$ cat config.mk
export PLATFORM = sky130hd
export DESIGN_NAME = bcd_display_scanner
export DESIGN_NICKNAME = d
export VERILOG_FILES = /design/src/rtl/bcd_display_scanner.sv
export SDC_FILE = /design/constraint.sdc
export NUM_CORES = 1
export LEC_CHECK = 0
export ABC_AREA = 1
export ABC_CLOCK_PERIOD_IN_PS = 2000
export BUFFER_PORTS_ARGS = -buffer_cell sky130_fd_sc_hd__buf_2
export CORE_UTILIZATION = 50
export CTS_BUF_LIST = sky130_fd_sc_hd__clkbuf_16
export CTS_CLUSTER_SIZE = 24
export DETAILED_ROUTE_END_ITERATION = 8
export PLACE_DENSITY = 0.75
export SYNTH_ARGS = -nofsm -noshare
export SYNTH_HDL_FRONTEND = slang
export SYNTH_SLANG_ARGS = --single-unit
$ cat constraint.sdc
create_clock -name clk -period 2 [get_ports clk]
set_input_delay 0.2 -clock clk [delete_from_list [all_inputs] [get_ports clk]]
set_output_delay 0.2 -clock clk [all_outputs]
set_load 0.05 [all_outputs]
$ cat src/rtl/bcd_display_scanner.sv
// Time-multiplexed BCD scan controller for an N-digit common-anode 7-segment display.
// Latency: an accepted load reaches the display at the next frame boundary (at most one frame + 1 cycle).
// Backpressure: load_ready drops while the one-entry shadow buffer holds a value not yet transferred.
module bcd_display_scanner #(
    parameter int NUM_DIGITS   = 4,
    parameter int REFRESH_DIV  = 50000,
    parameter int BLANK_CYCLES = 16,
    parameter int LZ_BLANK     = 1
) (
    input  logic                          clk,
    input  logic                          rst,
    input  logic                          load_valid,
    output logic                          load_ready,
    input  logic [4*NUM_DIGITS-1:0]       load_bcd,
    output logic [3:0]                    digit_bcd,
    output logic [NUM_DIGITS-1:0]         digit_en,
    output logic [$clog2(NUM_DIGITS)-1:0] digit_idx,
    output logic                          frame_done
);

    localparam int IW        = $clog2(NUM_DIGITS);
    localparam int CW        = $clog2(REFRESH_DIV);
    localparam int ON_CYCLES = REFRESH_DIV - BLANK_CYCLES;

    localparam logic [CW-1:0] BLANK_LAST = CW'(BLANK_CYCLES - 1);
    localparam logic [CW-1:0] ON_LAST    = CW'(ON_CYCLES - 1);
    localparam logic [IW-1:0] LAST_IDX   = IW'(NUM_DIGITS - 1);

    typedef enum logic {
        S_BLANK = 1'b0,
        S_ON    = 1'b1
    } state_t;

    state_t                  state;
    logic [CW-1:0]           slot_cnt;
    logic [4*NUM_DIGITS-1:0] disp_reg;
    logic [4*NUM_DIGITS-1:0] shadow_reg;
    logic                    shadow_full;
    logic                    frame_end;

    logic [NUM_DIGITS-1:0]   lz_blank;
    logic                    zero_run;
    logic [3:0]              cur_nib;
    logic                    cur_blank;

    assign load_ready = !shadow_full;
    assign frame_end  = (state == S_ON) && (slot_cnt == ON_LAST) && (digit_idx == LAST_IDX);

    always_ff @(posedge clk) begin
        if (rst) begin
            state       <= S_BLANK;
            slot_cnt    <= '0;
            digit_idx   <= '0;
            disp_reg    <= '0;
            shadow_reg  <= '0;
            shadow_full <= 1'b0;
            frame_done  <= 1'b0;
        end else begin
            frame_done <= 1'b0;
            case (state)
                S_BLANK: begin
                    if (slot_cnt == BLANK_LAST) begin
                        state    <= S_ON;
                        slot_cnt <= '0;
                    end else begin
                        slot_cnt <= slot_cnt + CW'(1);
                    end
                end
                S_ON: begin
                    if (slot_cnt == ON_LAST) begin
                        state    <= S_BLANK;
                        slot_cnt <= '0;
                        if (digit_idx == LAST_IDX) begin
                            digit_idx  <= '0;
                            frame_done <= 1'b1;
                        end else begin
                            digit_idx <= digit_idx + IW'(1);
                        end
                    end else begin
                        slot_cnt <= slot_cnt + CW'(1);
                    end
                end
                default: begin
                    state    <= S_BLANK;
                    slot_cnt <= '0;
                end
            endcase

            // Transfer needs a full shadow and a load needs an empty one, so the two never collide.
            if (frame_end && shadow_full) begin
                disp_reg    <= shadow_reg;
                shadow_full <= 1'b0;
            end else if (load_valid && !shadow_full) begin
                shadow_reg  <= load_bcd;
                shadow_full <= 1'b1;
            end
        end
    end

    // Walk from the most significant nibble down; a digit blanks while every nibble above it and itself is zero.
    always_comb begin
        zero_run = 1'b1;
        lz_blank = '0;
        for (int k = NUM_DIGITS - 1; k >= 0; k--) begin
            zero_run = zero_run && (disp_reg[4*k +: 4] == 4'h0);
            if (k > 0 && LZ_BLANK != 0) begin
                lz_blank[k] = zero_run;
            end
        end
    end

    always_comb begin
        cur_nib   = 4'h0;
        cur_blank = 1'b0;
        for (int k = 0; k < NUM_DIGITS; k++) begin
            if (digit_idx == IW'(k)) begin
                cur_nib   = disp_reg[4*k +: 4];
                cur_blank = lz_blank[k];
            end
        end
    end

    assign digit_bcd = cur_blank ? 4'hF : cur_nib;

    always_comb begin
        digit_en = '1;
        for (int k = 0; k < NUM_DIGITS; k++) begin
            if ((state == S_ON) && !cur_blank && (digit_idx == IW'(k))) begin
                digit_en[k] = 1'b0;
            end
        end
    end

endmodule

==> impl_summary.md <==
Run status
The run finished with clean final reports.

Floorplanning
The number of top-level design ports is 31. The initial cell density of the core is 52.3%. The standard-cell row count is 25. The area inside the core boundary is 4720 um2.

In this run the horizontal extent of the chip is 72.3 um. The die covers 5230 um2. The floorplan die height is 72.3 um.

Job
Max-cap violations in this run came to 0.

Synthesis
The flop and latch count out of synthesis is 53. For this run, the number of Yosys warnings is 0. The summed instance area of the synthesized netlist is 2470 um2.

The synthesized design devotes to its leading area cell type 43.0% of total area. The commonest register cell after synthesis is sky130_fd_sc_hd__dfxtp_1. Summed over all instances, the cell type with the most area after synthesis is sky130_fd_sc_hd__dfxtp_1.

By area the synthesized netlist is led by sky130_fd_sc_hd__dfxtp_1, sky130_fd_sc_hd__nor2_1, sky130_fd_sc_hd__nand2_1. The synthesized design contains 0 enable-type register cells. The count of different cell masters after synthesis is 30.

The synthesized area divided by synthesized cell count is 7.60 um2. The cell count after synthesis came out at 325. The sequential area share after synthesis is 43.0%. The async set-or-reset flop fraction in the synthesized netlist is 0%. Synthesis produced a netlist with a net count of 349.

Power and ir drop
In this run the static leakage power is 1.15 nW. The worst-case vdd ir drop is 0.000458 V. Dividing total power by cell area gives a power density of 791 nW/um2. The design draws 2.35 mW.

Setup path
The arrival time reported for the critical path endpoint is 1.75 ns. The required time of the critical path is 1.80 ns. The setup path with the least slack is of type reg -> out. The highest fanout seen on the critical path is 5. The worst setup path is launched from a flop.

STA classifies the critical path endpoint as an output port.

Global route
Across every metal layer, demand over resource in global routing totals 21.6%. The number of antenna violations at the first check in global routing came to 0. After global routing the overflow that remains totals 0. The first-pass GRT wire length is 8810 um. Entering global routing, the biggest net connects 25 pins. The number of global-route vias before repair was 1976.

Timing
The final-layout worst hold slack is 0.150 ns. The maximum frequency from static timing analysis is 0.513 GHz. The final number of setup-violating endpoints is 0. The smallest clock period supported by the final layout is computed as 1.95 ns. At the pin with the least slew margin, the transition time is 0.557 ns.

The count of pins over their slew limit is 0. The final critical-path share of the clock period is 97.4%. The maximum clock skew at final layout is 0.00737 ns. The setup slack of the critical path after layout is 0.0513 ns. Adding up every negative setup slack in the final design gives 0 ns.

The final number of hold-violating endpoints is 0. Headroom to the max-slew limit came out at 62.5%.

Finish
The layout overhead on the synthesized area is 20.5%. The repair_antennas step left the layout with diodes totalling 0. The final layout contains 382 nets. The share of final-layout standard cells stronger than drive strength 1 is 23.4%. The final design area excluding fillers is 2980 um2.

Place
Once detailed placement completed, the half-perimeter wirelength came to 3680 um. The global placer's final weighted congestion is 0.908. Buffers placed on the I/O ports in this run total 30.

The instance area at placement is 2660 um2. The worst setup slack before clock tree synthesis is 0.0480 ns.

Detailed routing
In the final routed layout, each cell accounts on average for 12.8 um. Using the TritonRoute via totals, the vias-per-cell ratio works out to 5.12. The iteration-0 DRC count of the detailed router is 95. The first detailed-routing pass took 4 iterations. Wires add up to 5440 um. In the routed design, unresolved DRC markers number 0.

The detail route stage leaves a number of antenna-violating nets equal to 0. The number of vias after detailed routing is 2181.

CTS
The H-tree depth is 2. CTS placed an instance of sky130_fd_sc_hd__clkbuf_16 at the clock tree root. The clock drives 53 sinks. The later pin in the worst-skew pair is clocked with a latency of 0.29 ns. The clock passes through at most 2 buffers.

The TritonCTS clock tree is done. Clock-pin slew was measured on the worst setup and hold paths at 0.07 ns. Buffers inserted during clock tree synthesis total 5.

Hold path
The tightest min-delay check is of the in -> reg type.
-- critical path: stages (launching register included) --
cell and delay, ns:
sky130_fd_sc_hd__dfxtp_4 0.38, sky130_fd_sc_hd__ha_1 0.22, sky130_fd_sc_hd__inv_1 0.23, sky130_fd_sc_hd__o21ai_0 0.14, sky130_fd_sc_hd__o211ai_1 0.24, sky130_fd_sc_hd__buf_4 0.24
-- cell families (layout without fill, tap and decap cells) --
logic type / after synthesis / in the layout / share of synthesized area [%]
buf+inv: 37 / 71 / 6.99
simple gates: 168 / 168 / 32.9
flops: 53 / 53 / 43.0
fa+ha+maj: 5 / 5 / 2.53
compound gates: 52 / 52 / 11.1
xor+xnor: 10 / 10 / 3.55
-- synth_stat cells, types with 5 or more instances --
master / instances
sky130_fd_sc_hd__nand3_2: 7
sky130_fd_sc_hd__inv_1: 19
sky130_fd_sc_hd__ha_1: 5
sky130_fd_sc_hd__a21oi_1: 22
sky130_fd_sc_hd__nor2_1: 62
sky130_fd_sc_hd__nand3_1: 32
sky130_fd_sc_hd__dfxtp_1: 53
sky130_fd_sc_hd__clkbuf_1: 6
sky130_fd_sc_hd__xor2_1: 6
sky130_fd_sc_hd__o21ai_0: 24
sky130_fd_sc_hd__nand2_1: 46
-- stage by stage --
step                      std cells  utilization [%]
final                           426             63.0
after global routing            426             63.0
after CTS                       425             62.0
after detailed placement        413             56.4
after global placement          413             56.4
after floorplan                 325                -
-- per-layer routing --
layer  share of wire, %  vias up  track usage, %  wire length, um
met5                  0        -               0                0
met4                2.7        0            8.71              146
met3                3.6       12            4.58              196
met2                 49       49            36.9             2670
met1                 45      987            26.4             2430
li1                   -     1133               -                -
-- power breakdown --
part / internal (mW) / switching, mW
Clock: 0.722 / 0.406
Sequential: 1.09 / 0.0202
Combinational: 0.0420 / 0.0770
Total: 1.85 / 0.503
-- cell usage in the layout, fill, tap and decap left out, types with 2 or more instances in the layout --
cell type	count
sky130_fd_sc_hd__o211ai_1	4
sky130_fd_sc_hd__a21oi_1	21
sky130_fd_sc_hd__nand3_2	7
sky130_fd_sc_hd__inv_2	4
sky130_fd_sc_hd__nor2_4	3
sky130_fd_sc_hd__o21ai_2	2
sky130_fd_sc_hd__buf_4	13
sky130_fd_sc_hd__nor2_2	3
sky130_fd_sc_hd__o21ai_0	22
sky130_fd_sc_hd__nor2_1	61
sky130_fd_sc_hd__nand3_1	32
sky130_fd_sc_hd__nand4_1	2
sky130_fd_sc_hd__nor3_1	4
sky130_fd_sc_hd__ha_1	2
sky130_fd_sc_hd__xor2_1	6
sky130_fd_sc_hd__ha_4	3
sky130_fd_sc_hd__dfxtp_4	2
sky130_fd_sc_hd__inv_4	3
sky130_fd_sc_hd__nand2_2	2
sky130_fd_sc_hd__nand3_4	2
sky130_fd_sc_hd__inv_1	15
sky130_fd_sc_hd__clkbuf_16	5
sky130_fd_sc_hd__buf_2	26
sky130_fd_sc_hd__dfxtp_1	51
sky130_fd_sc_hd__nand2_1	45
sky130_fd_sc_hd__xnor2_1	4
sky130_fd_sc_hd__bufinv_16	2
sky130_fd_sc_hd__nor4_1	4
-- timing repair --
item,in CTS,in global routing
hold buffers,0,0
endpoints found under the hold margin,0,0
pin swaps,5,5
gates resized for setup,14,10
setup endpoints to repair,8,8
setup buffers,4,1
-- final timing paths --
check | from | endpoint | slack [ns] | cells after the start
worst max register to register | slot_cnt[0] | digit_idx[0] | 0.31 | 8
worst min-delay path | load_bcd[5] | shadow_reg[5] | 0.15 | 3
worst max-delay path | digit_idx[0] | digit_bcd[2] | 0.05 | 5
worst min register to register | slot_cnt[0] | slot_cnt[0] | 0.45 | 1
-- layout make-up --
class	count	area, um2
clock buffers	5	125
repair buffers	39	228
clock inverters	3	68.8
multi-input cells	235	1300
well taps	67	83.8
flip-flops and latches	53	1070
inverters	24	103
fillers	418	1750
No activity file was read; power rests on OpenSTA's default activity.
